## src/rtl/morphle_pkg.sv

```systemverilog
// morphle_pkg: register map, bit indices and loader FSM states shared by the yblock loader
package morphle_pkg;
    localparam logic [2:0] REG_CTRL    = 3'd0;
    localparam logic [2:0] REG_STATUS  = 3'd1;
    localparam logic [2:0] REG_CWORD   = 3'd2;
    localparam logic [2:0] REG_UIN     = 3'd3;
    localparam logic [2:0] REG_UOUT    = 3'd4;
    localparam logic [2:0] REG_CBITOUT = 3'd5;
    localparam int CTRL_MRST   = 0;
    localparam int CTRL_IRQ_EN = 1;
    localparam int CTRL_FLUSH  = 2;
    localparam int ST_BUSY = 0;
    localparam int ST_FULL = 1;
    localparam int ST_DONE = 2;
    localparam int ST_OVF  = 3;
    typedef enum logic [1:0] {IDLE, SETUP, HIGH, HOLD} fsm_state_e;
endpackage

```

## src/rtl/morphle_wb_loader_if.sv

```systemverilog
// morphle_wb_loader_if: Wishbone slave bus bundle for the yblock loader
interface morphle_wb_loader_if;
    logic        cyc, stb, we, ack;
    logic [3:0]  sel;
    logic [31:0] adr, wdat, rdat;
    modport master (output cyc, stb, we, sel, adr, wdat, input ack, rdat);
    modport slave (input cyc, stb, we, sel, adr, wdat, output ack, rdat);
endinterface

```

## src/rtl/morphle_cfg_fifo.sv

```systemverilog
// morphle_cfg_fifo: synchronous configuration-word FIFO with flush
module morphle_cfg_fifo #(
    parameter int WIDTH = 16,
    parameter int DEPTH = 4
) (
    input  logic             clk,
    input  logic             rst_n,
    input  logic             flush,
    input  logic             push,
    input  logic             pop,
    input  logic [WIDTH-1:0] din,
    output logic [WIDTH-1:0] dout,
    output logic             full,
    output logic             empty
);
    localparam int AW = $clog2(DEPTH);
    logic [WIDTH-1:0] mem [DEPTH];
    logic [AW:0] wp, rp;
    logic do_push, do_pop;
    assign do_pop  = pop & ~empty;
    // a pop in the same cycle frees the slot, so a push to a full FIFO still lands
    assign do_push = push & (~full | do_pop);
    assign empty = wp == rp;
    assign full  = wp == {~rp[AW], rp[AW-1:0]};
    assign dout  = mem[rp[AW-1:0]];
    always_ff @(posedge clk)
        if (do_push && !flush) mem[wp[AW-1:0]] <= din;
    always_ff @(posedge clk or negedge rst_n)
        if (!rst_n) begin
            wp <= '0;
            rp <= '0;
        end else if (flush) begin
            wp <= '0;
            rp <= '0;
        end else begin
            if (do_push) wp <= wp + {{AW{1'b0}}, 1'b1};
            if (do_pop) rp <= rp + {{AW{1'b0}}, 1'b1};
        end
endmodule

```

## src/rtl/morphle_wb_loader.sv

```systemverilog
// morphle_wb_loader: Wishbone slave that serialises config words into a yblock
// cbitin column with generated confclk strobes, and exposes uin/uout/cbitout.
module morphle_wb_loader
    import morphle_pkg::*;
#(
    parameter int BLOCKWIDTH  = 16,
    parameter int BLOCKHEIGHT = 16,
    parameter int FIFO_DEPTH  = 4,
    parameter int SETUP_CYC   = 1,
    parameter int PULSE_CYC   = 2,
    parameter int HOLD_CYC    = 1
) (
    input  logic                    wb_clk_i,
    input  logic                    wb_rst_ni,
    morphle_wb_loader_if.slave      wbs,
    output logic                    mreset_o,
    output logic                    confclk_o,
    output logic [BLOCKWIDTH-1:0]   cbitin_o,
    input  logic [BLOCKWIDTH-1:0]   cbitout_i,
    output logic [2*BLOCKWIDTH-1:0] uin_o,
    input  logic [2*BLOCKWIDTH-1:0] uout_i,
    output logic                    irq_o
);
    localparam int UW = 2 * BLOCKWIDTH;
    fsm_state_e state;
    logic [7:0] ph, cnt;
    logic mrst, irq_en, done, ovf, busy;
    logic [UW-1:0] uin_r, uout_s1, uout_s2;
    logic [BLOCKWIDTH-1:0] cbit_s1, cbit_s2, cbitout_r, fifo_dout;
    logic fifo_full, fifo_empty;
    logic valid, acc, wr, wr_ctrl, wr_status, push, pop, abort, strobe_end, done_set;
    logic [2:0] a;
    logic [31:0] rdata, status;
    logic unused_adr;

    assign valid = wbs.cyc & wbs.stb;
    assign acc = valid & ~wbs.ack;
    assign wr = acc & wbs.we;
    assign a = wbs.adr[4:2];
    assign unused_adr = ^{wbs.adr[31:5], wbs.adr[1:0]};
    assign wr_ctrl = wr && a == REG_CTRL && wbs.sel[0];
    assign wr_status = wr && a == REG_STATUS && wbs.sel[0];
    assign push = wr && a == REG_CWORD && |wbs.sel;
    // MRST or FLUSH written high aborts the load and empties the FIFO next cycle
    assign abort = wr_ctrl && (wbs.wdat[CTRL_MRST] || wbs.wdat[CTRL_FLUSH]);
    assign strobe_end = state == HOLD && ph == 8'(HOLD_CYC - 1);
    assign pop = !abort && !mrst && !fifo_empty && (state == IDLE || strobe_end);
    assign done_set = !abort && strobe_end && cnt == 8'(BLOCKHEIGHT - 1);
    assign busy = state != IDLE || !fifo_empty;
    assign status = {16'd0, cnt, 4'd0, ovf, done, fifo_full, busy};
    assign rdata = a == REG_CTRL    ? {29'd0, 1'b0, irq_en, mrst} :
                   a == REG_STATUS  ? status :
                   a == REG_UIN     ? 32'(uin_r) :
                   a == REG_UOUT    ? 32'(uout_s2) :
                   a == REG_CBITOUT ? 32'(cbitout_r) : 32'd0;
    assign mreset_o = mrst;
    assign uin_o = uin_r;
    assign irq_o = done & irq_en;

    morphle_cfg_fifo #(.WIDTH(BLOCKWIDTH), .DEPTH(FIFO_DEPTH)) u_fifo (
        .clk(wb_clk_i), .rst_n(wb_rst_ni), .flush(abort), .push(push), .pop(pop),
        .din(wbs.wdat[BLOCKWIDTH-1:0]), .dout(fifo_dout), .full(fifo_full), .empty(fifo_empty)
    );

    always_ff @(posedge wb_clk_i or negedge wb_rst_ni)
        if (!wb_rst_ni) begin
            wbs.ack <= 1'b0;
            wbs.rdat <= '0;
            mrst <= 1'b1;
            irq_en <= 1'b0;
            done <= 1'b0;
            ovf <= 1'b0;
            uin_r <= '0;
        end else begin
            wbs.ack <= acc;
            wbs.rdat <= acc ? rdata : '0;
            if (wr_ctrl) begin
                mrst <= wbs.wdat[CTRL_MRST];
                irq_en <= wbs.wdat[CTRL_IRQ_EN];
            end
            done <= done_set | (done & ~(wr_status & wbs.wdat[ST_DONE]));
            ovf <= (push & fifo_full & ~pop) | (ovf & ~(wr_status & wbs.wdat[ST_OVF]));
            if (wr && a == REG_UIN)
                for (int i = 0; i < UW; i++)
                    if (wbs.sel[i/8]) uin_r[i] <= wbs.wdat[i];
        end

    always_ff @(posedge wb_clk_i or negedge wb_rst_ni)
        if (!wb_rst_ni) begin
            uout_s1 <= '0;
            uout_s2 <= '0;
            cbit_s1 <= '0;
            cbit_s2 <= '0;
            cbitout_r <= '0;
        end else begin
            uout_s1 <= uout_i;
            uout_s2 <= uout_s1;
            cbit_s1 <= cbitout_i;
            cbit_s2 <= cbit_s1;
            if (state == HOLD && ph == 8'd0) cbitout_r <= cbit_s2;
        end

    always_ff @(posedge wb_clk_i or negedge wb_rst_ni)
        if (!wb_rst_ni) begin
            state <= IDLE;
            ph <= '0;
            cnt <= '0;
            confclk_o <= 1'b0;
            cbitin_o <= '0;
        end else if (abort) begin
            state <= IDLE;
            ph <= '0;
            cnt <= '0;
            confclk_o <= 1'b0;
        end else begin
            if (pop) cbitin_o <= fifo_dout;
            case (state)
                IDLE: if (pop) begin
                    state <= SETUP;
                    ph <= '0;
                end
                SETUP: if (ph == 8'(SETUP_CYC - 1)) begin
                    state <= HIGH;
                    ph <= '0;
                    confclk_o <= 1'b1;
                end else ph <= ph + 8'd1;
                HIGH: if (ph == 8'(PULSE_CYC - 1)) begin
                    state <= HOLD;
                    ph <= '0;
                    confclk_o <= 1'b0;
                end else ph <= ph + 8'd1;
                HOLD: if (strobe_end) begin
                    state <= pop ? SETUP : IDLE;
                    ph <= '0;
                    cnt <= done_set ? 8'd0 : cnt + 8'd1;
                end else ph <= ph + 8'd1;
                default: state <= IDLE;
            endcase
        end
endmodule

```

## src/flat_wrapper.sv

```systemverilog
// flat-port wrapper written by rule: the top's interface ports become plain ports
module morphle_wb_loader_flat import morphle_pkg::*;
#(
    parameter int BLOCKWIDTH  = 16,
    parameter int BLOCKHEIGHT = 16,
    parameter int FIFO_DEPTH  = 4,
    parameter int SETUP_CYC   = 1,
    parameter int PULSE_CYC   = 2,
    parameter int HOLD_CYC    = 1
)
  (wb_clk_i, wb_rst_ni, mreset_o, confclk_o, cbitin_o, cbitout_i, uin_o, uout_i, irq_o, wbs_cyc, wbs_stb, wbs_we, wbs_sel, wbs_adr, wbs_wdat, wbs_ack, wbs_rdat);
  morphle_wb_loader_if wbs_i ();
  input  logic wb_clk_i;
  input  logic wb_rst_ni;
  output logic mreset_o;
  output logic confclk_o;
  output logic [BLOCKWIDTH-1:0] cbitin_o;
  input  logic [BLOCKWIDTH-1:0] cbitout_i;
  output logic [2*BLOCKWIDTH-1:0] uin_o;
  input  logic [2*BLOCKWIDTH-1:0] uout_i;
  output logic irq_o;
  input wire logic [$bits(wbs_i.cyc)-1:0] wbs_cyc;
  input wire logic [$bits(wbs_i.stb)-1:0] wbs_stb;
  input wire logic [$bits(wbs_i.we)-1:0] wbs_we;
  input wire logic [$bits(wbs_i.sel)-1:0] wbs_sel;
  input wire logic [$bits(wbs_i.adr)-1:0] wbs_adr;
  input wire logic [$bits(wbs_i.wdat)-1:0] wbs_wdat;
  output wire logic [$bits(wbs_i.ack)-1:0] wbs_ack;
  output wire logic [$bits(wbs_i.rdat)-1:0] wbs_rdat;
  assign wbs_i.cyc = wbs_cyc;
  assign wbs_i.stb = wbs_stb;
  assign wbs_i.we = wbs_we;
  assign wbs_i.sel = wbs_sel;
  assign wbs_i.adr = wbs_adr;
  assign wbs_i.wdat = wbs_wdat;
  assign wbs_ack = wbs_i.ack;
  assign wbs_rdat = wbs_i.rdat;
  morphle_wb_loader #(.BLOCKWIDTH(BLOCKWIDTH), .BLOCKHEIGHT(BLOCKHEIGHT), .FIFO_DEPTH(FIFO_DEPTH), .SETUP_CYC(SETUP_CYC), .PULSE_CYC(PULSE_CYC), .HOLD_CYC(HOLD_CYC)) u_core (.wb_clk_i(wb_clk_i), .wb_rst_ni(wb_rst_ni), .wbs(wbs_i), .mreset_o(mreset_o), .confclk_o(confclk_o), .cbitin_o(cbitin_o), .cbitout_i(cbitout_i), .uin_o(uin_o), .uout_i(uout_i), .irq_o(irq_o));
endmodule
```

## config.mk

```make
export PLATFORM = sky130hd
export DESIGN_NAME = morphle_wb_loader_flat
export DESIGN_NICKNAME = d
export VERILOG_FILES = /design/src/rtl/morphle_pkg.sv /design/src/rtl/morphle_wb_loader_if.sv /design/src/rtl/morphle_cfg_fifo.sv /design/src/rtl/morphle_wb_loader.sv /design/src/flat_wrapper.sv
export SDC_FILE = /design/constraint.sdc
export NUM_CORES = 1
export LEC_CHECK = 0
export ABC_CLOCK_PERIOD_IN_PS = 2620
export CORE_MARGIN = 2
export CORE_UTILIZATION = 40
export DETAILED_ROUTE_END_ITERATION = 7
export MAX_ROUTING_LAYER = met4
export PLACE_DENSITY = 0.68
export SLEW_MARGIN = 0
export SYNTH_ARGS = -nofsm -noshare
export SYNTH_HDL_FRONTEND = slang
export SYNTH_SLANG_ARGS = --single-unit
```

## constraint.sdc

```tcl
create_clock -name wb_clk_i -period 2.62 [get_ports wb_clk_i]
set_input_delay 0.786 -clock wb_clk_i [delete_from_list [all_inputs] [get_ports wb_clk_i]]
set_output_delay 0.786 -clock wb_clk_i [all_outputs]
set_load 0.02 [all_outputs]
```

# Word-level counts from Yosys, hierarchy flattened
# Memory sizes are Yosys's and may differ from the RTL's. A register that Yosys moved wholly into a read port is not among the register bits.
# Cells that the tools add are included.
dict set report totals {
  wordCells 138
  regBits 206
  ramBits 64
  inputBits 121
  n_memories 1
}
# name words word_bits rd rd_clocked_by_memory_dff write_ports line_no
set memory_table {}
lappend memory_table {u_core.u_fifo.mem 4 16 1 1 1 morphle_cfg_fifo.sv:17} ;# logic [WIDTH-1:0] mem [DEPTH];
dict set report classes {
  n_mux 33
  bitwise 23
  n_addsub 4
  n_reduce_logical 40
  eq_ne 16
}
# op n
set op_table {}
lappend op_table {{two-way mux 32 bit} 5}
lappend op_table {{two-way mux 8 bit} 9}
lappend op_table {{one-hot mux 8 bit (4 select lines)} 1}
lappend op_table {{adder 8 x 1 -> 8 bit (second input constant)} 2}
lappend op_table {{two-way mux 16 bit} 1}
lappend op_table {{logical AND 1 bit} 15}
lappend op_table {{bitwise AND 1 bit} 12}
lappend op_table {{two-way mux 3 bit} 4}
lappend op_table {{inequality test 3 x 1 -> 1 bit (second input constant)} 4}
lappend op_table {{AND reduction 2 bit} 6}
lappend op_table {{two-way mux 2 bit} 5}
lappend op_table {{nonzero test 2 bit} 5}
lappend op_table {{equality test 8 x 1 -> 1 bit (second input constant)} 1}
lappend op_table {{equality test 8 x 4 -> 1 bit (second input constant)} 1}
lappend op_table {{logical NOT 8 bit} 1}
lappend op_table {{NOT 1 bit} 8}
lappend op_table {{one-hot mux 2 bit (4 select lines)} 1}
lappend op_table {{adder 3 x 1 -> 3 bit (second input constant)} 2}
lappend op_table {{equality test 3 x 2 -> 1 bit (second input constant)} 2}
lappend op_table {{equality test 3 bit} 2}
lappend op_table {{equality test 3 bit (second input constant)} 2}
lappend op_table {{two-way mux 1 bit} 6}
lappend op_table {{equality test 2 bit (second input constant)} 2}
lappend op_table {{logical NOT 1 bit} 4}
lappend op_table {{other kinds (11)} 15}

# Longest topological paths before layout
# Gate-level depths: netlist (run 1).
dict set report logic_depth {
  word_depth 16
  ltp_mapped 8
  depth_no_buf 7
}

# Cells and area by module
# Synthesis (run 1) repeated with hierarchy kept, for this count alone.
dict set report hier_totals {
  cells_unflattened 708
  hier_area_um2 10679.0
}
# mod n_inst area_each_um2 cells_per_inst seq_area_each_um2
set by_module_without_submodules {}
lappend by_module_without_submodules {morphle_wb_loader 1 7802.5 569 5406.4}
lappend by_module_without_submodules {morphle_cfg_fifo 1 2876.5 139 2072.0}

# Worst setup path before layout (run 1)
# No wires, ideal clock.
dict set report synth_path {
  path_type {input -> register}
  from {input wbs_sel[0]}
  to {memory u_core.u_fifo.mem[3][0] (enable)}
  t_required_ns 2.232
  n_path_buf 1
  slack_ns 0.043
  t_arrival_ns 2.189
  setup_ns 0.388
  path_stages 5
  cell_sequence {clkbuf_1 -> nor4_1 -> nor4_2 -> nand2_1 -> nor2_1}
}
dict set report synth_via {
  elab_chain_cells 12
  word_cells_on_any_way 14
  cone_classes {2 x mux; 3 x bitwise; 9 x reduce/logical}
}
# element line_no
set synth_lines {}
lappend synth_lines {{start, declared} flat_wrapper.sv:25} ;# input wire logic [$bits(wbs_i.sel)-1:0] wbs_sel;
lappend synth_lines {{logical AND 1 bit} morphle_wb_loader.sv:41} ;# assign wr_ctrl = wr && a == REG_CTRL && wbs.sel[0];
lappend synth_lines {{logical AND 1 bit} morphle_wb_loader.sv:45} ;# assign abort = wr_ctrl && (wbs.wdat[CTRL_MRST] || wbs.wdat[CTRL_FLUSH]);
lappend synth_lines {{logical NOT 1 bit} {morphle_cfg_fifo.sv:27, morphle_wb_loader.sv:47}}
lappend synth_lines {{logical AND 1 bit (3 in a row)} morphle_wb_loader.sv:47} ;# assign pop = !abort && !mrst && !fifo_empty && (state == IDLE || strobe_end);
lappend synth_lines {{bitwise AND 1 bit} morphle_cfg_fifo.sv:20} ;# assign do_pop = pop & ~empty;
lappend synth_lines {{OR 1 bit} morphle_cfg_fifo.sv:22} ;# assign do_push = push & (~full | do_pop);
lappend synth_lines {{bitwise AND 1 bit} morphle_cfg_fifo.sv:22}
lappend synth_lines {{logical AND 1 bit *} morphle_cfg_fifo.sv:27} ;# if (do_push && !flush) mem[wp[AW-1:0]] <= din;
lappend synth_lines {{two-way mux 1 bit *} morphle_cfg_fifo.sv:27}
lappend synth_lines {{two-way mux 1 bit (implied by the code) *} morphle_cfg_fifo.sv:27}
lappend synth_lines {{end, declared} morphle_cfg_fifo.sv:17}
# Mark *: on every way between the ends. The rest lies on a longest branch, timed or not.

# Worst setup path in the final report (run 1)
dict set report layout_path {
  from {register u_core.irq_en}
  to {output irq_o}
}
dict set report layout_via {
  elab_chain_cells 1
}
# element line_no
set layout_lines {}
lappend layout_lines {{start, declared} morphle_wb_loader.sv:27} ;# logic mrst, irq_en, done, ovf, busy;
lappend layout_lines {{start signal, assigned} morphle_wb_loader.sv:79} ;# irq_en <= wbs.wdat[CTRL_IRQ_EN];
lappend layout_lines {{bitwise AND 1 bit} morphle_wb_loader.sv:58} ;# assign irq_o = done & irq_en;
lappend layout_lines {{end, declared} flat_wrapper.sv:21} ;# output logic irq_o;
# No other way between the ends.

==> qor.tcl, run 1 <==
set qor(timing.setup.critical_path_class) {reg -> out}
set qor(rsz0062_at_grt) {no}
set qor(design.portCount) 205
set qor(max_cap_viol_count) 0
set qor(combinational_family_with_the_most_area_after_synthesis) {multiplexers}
set qor(avgViaCountPerCell) 4.96
set qor(power_uw) 12700
set qor(cpLargestDelayFamily) {buffers and inverters}
set qor(syn_to_final_growth_pct) 33.1
set qor(grt_first_pass_wirelength_um) 37300
set qor(largest_net_degree_at_the_start_of_global_routing) 57
set qor(postCtsHoldBufs) 0
set qor(gp_routability_congestion) 0.862
set qor(detail_route.iter0.violations) 328
set qor(clock-skew-final_ps) 10.0
set qor(report.final.setup_viol) 0
set qor(drc) 0
set qor(ordered_list_of_cells_on_the_worst_path) {and2_1 -> clkdlybuf4s50_1}
set qor(number_of_global_route_vias_before_repair) 6557
set qor(wl_per_cell_um) 18.6
set qor(htree_num_levels) 1
set qor(end_kind) {primary output}
set qor(final_common_cell) {sky130_fd_sc_hd__dfrtp_1}
set qor(rows) 59
set qor(synth_mux_area_share_pct) 10.3
set qor(postSynth.topFlopCell) {sky130_fd_sc_hd__dfrtp_1}
set qor(switching_portion_of_total_power_pct) 29.4
set qor(cts_inserted_buffers) 29
set qor(power.ir.vdd_worst_mv) 0.580
set qor(worstRegToRegCells) 6
set qor(clock.fmax_mhz) 401
set qor(synthCells) 704
set qor(syn-num-nets) 839
set qor(total_leakage_power_uw) 0.00590
set qor(clock-sinks) 286
set qor(ys_warn_count) 0
set qor(arrival_ps) 1710
set qor(status) {completed}
set qor(synth_area_per_cell_um2) 15.0
set qor(clock_latency_of_the_later_clocked_register_in_the_worst_skew_pair_ps) 540
set qor(place.port_buffers) 175
set qor(worst_r2r_endpoint) {u_core.u_fifo.mem[1][6]$_DFFE_PP_}
set qor(tightest_slew_ps) 492
set qor(critical_path_buf_inv_count) 1
set qor(cts_post_setup_buffers_inserted) 0
set qor(setup.worst_path.start_class) {register}
set qor(dpl.cell_count) 1233
set qor(clock_path_buffers) 3
set qor(worst_path_max_stage_delay_ps) 600
set qor(tritoncts) {done}
set qor(seq_area_frac_synth_pct) 71.0
set qor(timing.critical_path.fanout_max) 3
set qor(detail_route.wirelength_um) 23900
set qor(layoutNonFillerInstCount) 1289
set qor(synth_enable_flop_cells) 64
set qor(ff_latch_area_um2) 7480
set qor(cp.required_ps) 1830
set qor(layout_worst_path_cycle_share_pct) 95.3
set qor(netlist_area_um2) 10500
set qor(ys_async_sr_fraction_pct) 77.6
set qor(synth_cell_types) 61
set qor(multi_input_area_um2) 2880
set qor(die_h_um) 166
set qor(final.min_clock_period_ps) 2500
set qor(floorplan.initialDensity_pct) 40.5
set qor(finalHoldViolations) 0
set qor(antenna_violating_nets_remaining) 0
set qor(synth_fa_ha_area_share_pct) 1.66
set qor(hpwl_after_detailed_placement_um) 16900
set qor(timing.max_slew.rel_slack_pct) 67.1
set qor(power.net_switching_uw) 3730
set qor(drt-pass1-iter-count) 5
set qor(num-fill-cells) 2153
set qor(synth_compound_gate_area_share_pct) 5.93
set qor(antenna_violations_before_repair) 2
set qor(worst_hold_path_type) {in -> async}
set qor(placeableCoreArea_um2) 26000
set qor(pwr-share-clk_pct) 31.4
set qor(seq_power_share_pct) 43.0
set qor(globalRoute.totalOverflow) 0
set qor(fraction_of_final_layout_cells_sized_beyond_drive_strength_1_pct) 17.5
set qor(route.vias.total) 6398
set qor(drv_slew) 0
set qor(combinationalPowerShare_pct) 25.5
set qor(power.density_cell_area_nw_per_um2) 906
set qor(die-width_um) 166
set qor(synth.ff_latch_count) 286
set qor(design.die.area_um2) 27600
set qor(timing.critical_path.slowest_stage_cell) {sky130_fd_sc_hd__clkdlybuf4s50_1}
set qor(global_route.usage.total_pct) 17.8
set qor(reg2reg_setup_slack_ps) 400
set qor(worst_slack_ps) 124
set qor(layout.cells.most_common_list) {sky130_fd_sc_hd__dfrtp_1, sky130_fd_sc_hd__clkdlybuf4s50_1, sky130_fd_sc_hd__nand2_1}
set qor(synth_simple_gate_area_share_pct) 8.83
set qor(dp_slack_ps) -246
set qor(cell_int_power_uw) 8970
set qor(timing.rr.start) {u_core.ph[3]$_DFFE_PN0P_}
set qor(clock_tree.root_cell) {sky130_fd_sc_hd__clkbuf_16}
set qor(design.final.nets) 1064
set qor(clkTransAtPathRegs_ps) 60
set qor(synth_xor_xnor_area_share_pct) 0.582
-- how the worst max path moves through the flow --
stage / startpoint / cells past startpoint / end
2_1_floorplan: wbs_sel[0] / 5 / u_core.u_fifo.mem[3][0]$_DFFE_PP_
3_3_place_gp: wbs_stb / 6 / u_core.u_fifo.mem[1][7]$_DFFE_PP_
3_5_place_dp: wbs_stb / 6 / u_core.u_fifo.mem[0][7]$_DFFE_PP_
4_1_cts: u_core.mreset_o$_DFFE_PN1P_ / 1 / mreset_o
5_1_grt: u_core.irq_en$_DFFE_PN0P_ / 2 / irq_o
6_report: u_core.irq_en$_DFFE_PN0P_ / 2 / irq_o
-- synth_stat cells (2+ instances only) --
cell / number / share of area (%)
sky130_fd_sc_hd__a211o_1: 2 / 0.17
sky130_fd_sc_hd__a21o_1: 6 / 0.43
sky130_fd_sc_hd__a21oi_1: 12 / 0.57
sky130_fd_sc_hd__a22oi_1: 31 / 2.2
sky130_fd_sc_hd__a31oi_1: 6 / 0.36
sky130_fd_sc_hd__a41o_1: 2 / 0.19
sky130_fd_sc_hd__and2_1: 7 / 0.42
sky130_fd_sc_hd__and3_1: 6 / 0.36
sky130_fd_sc_hd__buf_2: 7 / 0.33
sky130_fd_sc_hd__buf_4: 4 / 0.29
sky130_fd_sc_hd__clkbuf_1: 14 / 0.50
sky130_fd_sc_hd__dfrtp_1: 221 / 53
sky130_fd_sc_hd__edfxtp_1: 64 / 18
sky130_fd_sc_hd__ha_1: 14 / 1.7
sky130_fd_sc_hd__inv_1: 15 / 0.53
sky130_fd_sc_hd__mux2_1: 16 / 1.7
sky130_fd_sc_hd__mux2_2: 45 / 4.8
sky130_fd_sc_hd__mux2i_1: 4 / 0.38
sky130_fd_sc_hd__mux4_2: 16 / 3.4
sky130_fd_sc_hd__nand2_1: 77 / 2.7
sky130_fd_sc_hd__nand2b_1: 4 / 0.24
sky130_fd_sc_hd__nand3_1: 6 / 0.29
sky130_fd_sc_hd__nand3b_1: 3 / 0.21
sky130_fd_sc_hd__nand4_1: 5 / 0.30
sky130_fd_sc_hd__nor2_1: 45 / 1.6
sky130_fd_sc_hd__nor2b_1: 7 / 0.42
sky130_fd_sc_hd__nor3_1: 6 / 0.29
sky130_fd_sc_hd__nor3_2: 2 / 0.19
sky130_fd_sc_hd__nor4_1: 3 / 0.18
sky130_fd_sc_hd__nor4b_1: 4 / 0.33
sky130_fd_sc_hd__o21ai_0: 5 / 0.24
sky130_fd_sc_hd__o21ai_1: 4 / 0.19
sky130_fd_sc_hd__o22ai_1: 5 / 0.30
sky130_fd_sc_hd__o31ai_1: 2 / 0.14
sky130_fd_sc_hd__or3_1: 3 / 0.18
sky130_fd_sc_hd__xnor2_1: 5 / 0.42
sky130_fd_sc_hd__xor2_1: 2 / 0.17
-- per-layer routing --
layer	track usage (%)	vias to the layer above	wire length (um)
met1	23.3	3171	10300
met2	27.8	198	11400
met4	6.26	0	813
met5	-	-	0
met3	3.69	55	1440
li1	-	2974	-
-- sequential cells by signal, indices dropped and copies added (netlist names), 2 cells and up --
name,flops
u_core.cbitin_o,16
u_core.cbitout_r,16
u_core.wbs.rdat,32
u_core.cbit_s2,16
u_core.uin_o,32
u_core.uout_s1,32
u_core.ph,8
u_core.cnt,8
u_core.uout_s2,32
u_core.state,2
u_core.u_fifo.rp,3
u_core.u_fifo.wp,3
u_core.cbit_s1,16
u_core.u_fifo.mem,64
-- layout make-up --
class	instances	share of cell area, %
Clock buffer	42	6.11
Timing Repair Buffer	220	15.9
Multi-Input combinational cell	377	20.6
Inverter	15	0.402
Clock inverter	12	0.607
Tap cell	335	2.99
Sequential cell	286	53.3
Antenna cell	2	0.0357
-- what timing repair did --
| action | CTS | global route |
|---|---|---|
| endpoints found under the setup margin | 0 | 1 |
| resized for setup | 0 | 1 |
| endpoints found under the hold margin | 0 | 0 |
-- worst reg2reg max path, delay by kind of cell (launching register included) --
kind | cells | cell delay [ps]
flops | 1 | 450
simple gates | 3 | 890
buf+inv | 1 | 170
compound gates | 2 | 410
-- kinds of logic (layout without fill, tap and decap cells) --
logic type	count (synthesis)	in the layout
compound gates	87	87
xor+xnor	7	7
fa+ha+maj	14	14
buf+inv	41	289
flops	286	286
mux	81	81
other cells	0	2
simple gates	188	188
-- power by group through the flow --
stage / Sequential [uW] / Clock (uW) / Combinational (uW)
finish: 5460 / 3990 / 3240
global route: 5540 / 4270 / 3550
CTS: 5470 / 4100 / 3300
detailed placement: 5550 / 0 / 3280
global placement: 5530 / 0 / 3200
floorplan: 5710 / 0 / 1820
-- stage by stage --
step	setup TNS (ps)	utilization (%)	instance area [um2]	hold WS, ps
floorplan	0	-	10500	331
global placement	-19270	50.3	13100	332
detailed placement	-23180	50.3	13100	335
CTS	0	53.9	14000	181
global route	0	54.0	14000	191
finish	0	54.0	14000	169
(Power assumes the default switching activity.)
==> inputs of run 2 (changes only) <==
--- a/config.mk
+++ b/config.mk
@@ -7,10 +7,11 @@
 export LEC_CHECK = 0
 export ABC_CLOCK_PERIOD_IN_PS = 2620
 export CORE_MARGIN = 2
-export CORE_UTILIZATION = 40
+export CORE_UTILIZATION = 51
 export DETAILED_ROUTE_END_ITERATION = 7
+export HOLD_SLACK_MARGIN = 0.15
 export MAX_ROUTING_LAYER = met4
-export PLACE_DENSITY = 0.68
+export PLACE_DENSITY = 0.83
 export SLEW_MARGIN = 0
 export SYNTH_ARGS = -nofsm -noshare
 export SYNTH_HDL_FRONTEND = slang
==> run 2 against run 1 <==
Net effect:
- via count increased by 3.1%
- critical path type unchanged
- clock skew grew 0.60 ps
- largest power group unchanged
- wire length shrank 1.6%
- highest routed layer unchanged
==> qor.tcl, run 2 (synthesis results as in run 1) <==
set qor(globalRoute.totalOverflow) 0
set qor(timing.setup.critical_path_class) {reg -> out}
set qor(antenna_violations_before_repair) 0
set qor(gp_routability_congestion) 0.865
set qor(clock_path_buffers) 3
set qor(tritoncts) {done}
set qor(layout_worst_path_cycle_share_pct) 97.9
set qor(finalHoldViolations) 0
set qor(place.port_buffers) 175
set qor(total_leakage_power_uw) 0.00588
set qor(power_uw) 12700
set qor(setup.worst_path.start_class) {register}
set qor(cts-resized-gates) 0
set qor(power.ir.vdd_worst_mv) 0.553
set qor(cts_post_setup_buffers_inserted) 0
set qor(placedInstanceArea_um2) 13000
set qor(critical_path_buf_inv_count) 1
set qor(rsz0062_at_grt) {no}
set qor(final.min_clock_period_ps) 2560
set qor(clkTransAtPathRegs_ps) 70
set qor(layout.cells.most_common_list) {sky130_fd_sc_hd__dfrtp_1, sky130_fd_sc_hd__clkdlybuf4s50_1, sky130_fd_sc_hd__nand2_1}
set qor(detail_route.iter0.violations) 368
set qor(reg2reg_setup_slack_ps) 370
set qor(stdcell_area_um2) 13900
set qor(arrival_ps) 1780
set qor(timing.critical_path.fanout_max) 5
set qor(clock_latency_of_the_later_clocked_register_in_the_worst_skew_pair_ps) 540
set qor(worst_hold_path_type) {in -> async}
set qor(clock-sinks) 286
set qor(cpLargestDelayFamily) {buffers and inverters}
set qor(largest_net_degree_at_the_start_of_global_routing) 56
set qor(ordered_list_of_cells_on_the_worst_path) {clkdlybuf4s50_1}
set qor(die_h_um) 148
set qor(rows) 52
set qor(max_cap_viol_count) 0
set qor(end_kind) {primary output}
set qor(final_common_cell) {sky130_fd_sc_hd__dfrtp_1}
set qor(postCtsHoldBufs) 0
set qor(tightest_slew_ps) 649
set qor(clock-skew-final_ps) 10.6
set qor(drc) 0
set qor(detail_route.wirelength_um) 23600
set qor(syn_to_final_growth_pct) 32.0
set qor(design.portCount) 205
set qor(grt_first_pass_wirelength_um) 37000
set qor(report.final.setup_viol) 0
set qor(cp.required_ps) 1830
set qor(status) {completed}
set qor(timing.max_slew.rel_slack_pct) 56.4
set qor(antenna_violating_nets_remaining) 0
set qor(design.die.area_um2) 21800
set qor(avgViaCountPerCell) 5.41
set qor(global_route.usage.total_pct) 22.5
set qor(worst_path_max_stage_delay_ps) 660
set qor(timing.rr.start) {u_core.wbs.ack$_DFF_PN0_}
set qor(timing.critical_path.slowest_stage_cell) {sky130_fd_sc_hd__clkdlybuf4s50_1}
set qor(number_of_global_route_vias_before_repair) 6745
set qor(drt-pass1-iter-count) 5
set qor(floorplan.initialDensity_pct) 52.1
set qor(largest_register_ff_count) 64
set qor(die-width_um) 148
set qor(drv_slew) 0
set qor(hpwl_after_detailed_placement_um) 16300
set qor(antenna_cells_inserted) 0
set qor(cts_inserted_buffers) 27
set qor(worst_setup_path_startpoint) {u_core.mreset_o$_DFFE_PN1P_}
set qor(htree_num_levels) 1
set qor(clock.fmax_mhz) 390
set qor(clock_tree.root_cell) {sky130_fd_sc_hd__clkbuf_16}
set qor(power.density_cell_area_nw_per_um2) 913
set qor(fraction_of_final_layout_cells_sized_beyond_drive_strength_1_pct) 17.5
set qor(design.final.nets) 1066
set qor(route.vias.total) 6598
set qor(placeableCoreArea_um2) 20200
set qor(wl_per_cell_um) 19.3
-- run 2: cell types whose count changed in the layout (fill, tap and decap cells not counted), sizes merged, moves of 2 or more --
| cell | delta |
|---|---|
| bufinv | +3 |
| inv | -3 |
| buf | +4 |
| clkbuf | -6 |
| diode | -2 |
-- run 2: routing by layer --
| layer | vias up | GRT usage, % | routed length, um |
|---|---|---|---|
| met5 | - | - | 0 |
| met2 | 216 | 37.0 | 12000 |
| li1 | 2972 | - | - |
| met3 | 55 | 4.23 | 1320 |
| met1 | 3355 | 28.4 | 9440 |
| met4 | 0 | 7.79 | 807 |
-- run 2: per-stage QoR --
| step | hold slack, ps | worst slack [ps] | instances | setup TNS, ps | util, % |
|---|---|---|---|---|---|
| after floorplan | 331 | 42.5 | 704 | 0 | - |
| after global placement | 331 | -378 | 1172 | -22600 | 64.3 |
| after detailed placement | 335 | -434 | 1172 | -25460 | 64.3 |
| after CTS | 180 | 38.7 | 1220 | 0 | 68.7 |
| after global routing | 189 | 4.06 | 1220 | 0 | 68.7 |
| final | 162 | 55.2 | 1220 | 0 | 68.7 |
-- run 2: where the power goes --
| part | total, uW | leakage (uW) | internal, uW | switching, uW |
|---|---|---|---|---|
| clock network | 3940 | 0.000442 | 2300 | 1640 |
| logic | 3270 | 0.00211 | 1570 | 1700 |
| registers | 5480 | 0.00333 | 5110 | 374 |
| total | 12700 | 0.00588 | 8980 | 3720 |
-- run 2: worst paths after layout --
kind	cells past startpoint	end
setup / recovery	1	mreset_o
hold / removal	1	u_core.wbs.rdat[31]$_DFF_PN0_
setup reg to reg	4	u_core.uin_o[20]$_DFFE_PN0P_
hold reg to reg	0	u_core.uout_s2[31]$_DFF_PN0_
max in group asynchronous	2	u_core.mreset_o$_DFFE_PN1P_
min in group wb_clk_i	0	u_core.uout_s2[31]$_DFF_PN0_
-- run 2: final cells by class --
| type | instances | area (um2) |
|---|---|---|
| clock inverters | 12 | 164 |
| inverters | 15 | 56.3 |
| well taps | 270 | 338 |
| fillers | 1346 | 6320 |
| flip-flops and latches | 286 | 7480 |
| repair buffers | 224 | 2250 |
| multi-input cells | 377 | 2880 |
| clock buffers | 36 | 739 |
==> inputs of run 3 (changes only) <==
--- a/config.mk
+++ b/config.mk
@@ -12,6 +12,7 @@
 export HOLD_SLACK_MARGIN = 0.15
 export MAX_ROUTING_LAYER = met4
 export PLACE_DENSITY = 0.83
+export REMOVE_ABC_BUFFERS = 1
 export SLEW_MARGIN = 0
 export SYNTH_ARGS = -nofsm -noshare
 export SYNTH_HDL_FRONTEND = slang
==> run 3 against run 2 <==
Net effect:
- core utilization rose by 0.72 points
- flip-flop and latch count unchanged
- clock skew grew 8.7 ps
- critical path type unchanged
- wire length shrank 0.70%
- fmax is 2.3% higher
- sequential share of layout area shrank 0.56 points
- first-iteration DRC count is 17% higher
==> qor.tcl, run 3 (synthesis results as in run 1) <==
set qor(status) {completed}
set qor(fin_tns_setup_ps) 0
set qor(rows) 52
set qor(met2_layer_wire_length_in_the_routed_design_um) 11800
set qor(critical_path_buf_inv_count) 1
set qor(final_common_cell) {sky130_fd_sc_hd__dfrtp_1}
set qor(largest_register_ff_count) 64
set qor(drt-pass1-iter-count) 5
set qor(grt_first_pass_wirelength_um) 36700
set qor(clock_path_buffers) 3
set qor(global_route.usage.total_pct) 22.5
set qor(layout.core_utilization_pct) 69.5
set qor(placedInstanceArea_um2) 13100
set qor(wirelength_met1_um) 9460
set qor(globalRoute.totalOverflow) 0
set qor(cp.required_ps) 1830
set qor(report.final.setup_viol) 0
set qor(wl_per_cell_um) 19.1
set qor(ff_latch_area_um2) 7480
set qor(worst_slack_ps) 112
set qor(clock_latency_of_the_later_clocked_register_in_the_worst_skew_pair_ps) 540
set qor(tritoncts) {done}
set qor(power.ir.vdd_worst_mv) 0.644
set qor(tightest_slew_ps) 490
set qor(rsz0062_at_grt) {no}
set qor(hpwl_after_detailed_placement_um) 15900
set qor(setup.worst_path.start_class) {register}
set qor(max_cap_viol_count) 0
set qor(antenna_violating_nets_remaining) 0
set qor(cts-resized-gates) 0
set qor(final.min_clock_period_ps) 2510
set qor(timing.critical_path.fanout_max) 5
set qor(place.port_buffers) 175
set qor(total_leakage_power_uw) 0.00595
set qor(finalHoldViolations) 0
set qor(layout_worst_path_cycle_share_pct) 95.7
set qor(power.density_cell_area_nw_per_um2) 920
set qor(clock-skew-final_ps) 19.3
set qor(antenna_cells_inserted) 0
set qor(arrival_ps) 1720
set qor(cpLargestDelayFamily) {buffers and inverters}
set qor(num-fill-cells) 1320
set qor(worst_path_max_stage_delay_ps) 620
set qor(placeableCoreArea_um2) 20200
set qor(number_of_global_route_vias_before_repair) 6786
set qor(clock_tree.root_cell) {sky130_fd_sc_hd__clkbuf_16}
set qor(end_kind) {primary output}
set qor(cts_inserted_buffers) 28
set qor(design.final.nets) 1072
set qor(multi_input_area_um2) 2880
set qor(detail_route.iter0.violations) 432
set qor(largest_net_degree_at_the_start_of_global_routing) 71
set qor(fraction_of_final_layout_cells_sized_beyond_drive_strength_1_pct) 18.1
set qor(design.die.area_um2) 21800
set qor(dp_slack_ps) -225
set qor(timing.setup.critical_path_class) {reg -> out}
set qor(cts_post_setup_buffers_inserted) 0
set qor(syn_to_final_growth_pct) 33.4
set qor(worst_hold_path_type) {in -> async}
set qor(die_h_um) 148
set qor(timing.critical_path.slowest_stage_cell) {sky130_fd_sc_hd__clkdlybuf4s50_1}
set qor(stdcell_area_um2) 14100
set qor(die-width_um) 148
set qor(route.vias.total) 6556
set qor(timing.max_slew.rel_slack_pct) 67.3
set qor(ordered_list_of_cells_on_the_worst_path) {clkdlybuf4s50_1}
set qor(layout.cells.most_common_list) {sky130_fd_sc_hd__dfrtp_1, sky130_fd_sc_hd__clkdlybuf4s50_1, sky130_fd_sc_hd__nand2_1}
set qor(clock-sinks) 286
set qor(dr_wl_met3_um) 1310
set qor(postCtsHoldBufs) 0
set qor(detail_route.wirelength_um) 23400
set qor(avgViaCountPerCell) 5.34
set qor(design.portCount) 205
set qor(drc) 0
set qor(topRoutingLayerUsed) {met4}
set qor(drv_slew) 0
set qor(htree_num_levels) 1
set qor(antenna_violations_before_repair) 0
set qor(gp_routability_congestion) 0.892
set qor(clkTransAtPathRegs_ps) 60
set qor(clock.fmax_mhz) 399
set qor(floorplan.initialDensity_pct) 52.1
-- run 3: per-layer routing --
layer,GRT usage [%],vias to the layer above
met5,-,-
li1,-,2987
met3,3.46,55
met4,7.79,0
met2,36.8,210
met1,29.0,3304
-- run 3: final timing paths --
check	startpoint	to	slack (ps)	cells after the start
hold reg to reg	u_core.cbit_s1[7]$_DFF_PN0_	u_core.cbit_s2[7]$_DFF_PN0_	340	0
hold / removal	wb_rst_ni	u_core.cbitout_r[2]$_DFFE_PN0P_	160	1
min in group wb_clk_i	u_core.cbit_s1[7]$_DFF_PN0_	u_core.cbit_s2[7]$_DFF_PN0_	340	0
max in group asynchronous	wb_rst_ni	u_core.cbit_s1[10]$_DFF_PN0_	1760	2
setup reg to reg	u_core.ph[3]$_DFFE_PN0P_	u_core.u_fifo.mem[1][10]$_DFFE_PP_	370	6
setup / recovery	u_core.mreset_o$_DFFE_PN1P_	mreset_o	110	1
-- run 3: report_power, final --
| group | internal, uW | leakage (uW) | switching [uW] | total, uW |
|---|---|---|---|---|
| sequential | 5110 | 0.00333 | 359 | 5470 |
| combinational | 1570 | 0.00214 | 1670 | 3240 |
| clock | 2610 | 0.000487 | 1620 | 4230 |
-- run 3: cell type report --
cell class / instances / area share, %
Clock buffer: 42 / 5.97
Clock inverter: 9 / 1.13
Inverter: 15 / 0.401
Multi-Input combinational cell: 377 / 20.5
Sequential cell: 286 / 53.2
Tap cell: 270 / 2.40
Timing Repair Buffer: 229 / 16.4
-- run 3: metrics by stage --
step / power, uW / cells / hold slack [ps]
finish: 12900 / 1228 / 162
global route: 13600 / 1228 / 180
CTS: 13000 / 1228 / 152
detailed placement: 8780 / 1177 / 335
global placement: 8640 / 1177 / 331
floorplan: 7400 / 678 / 331
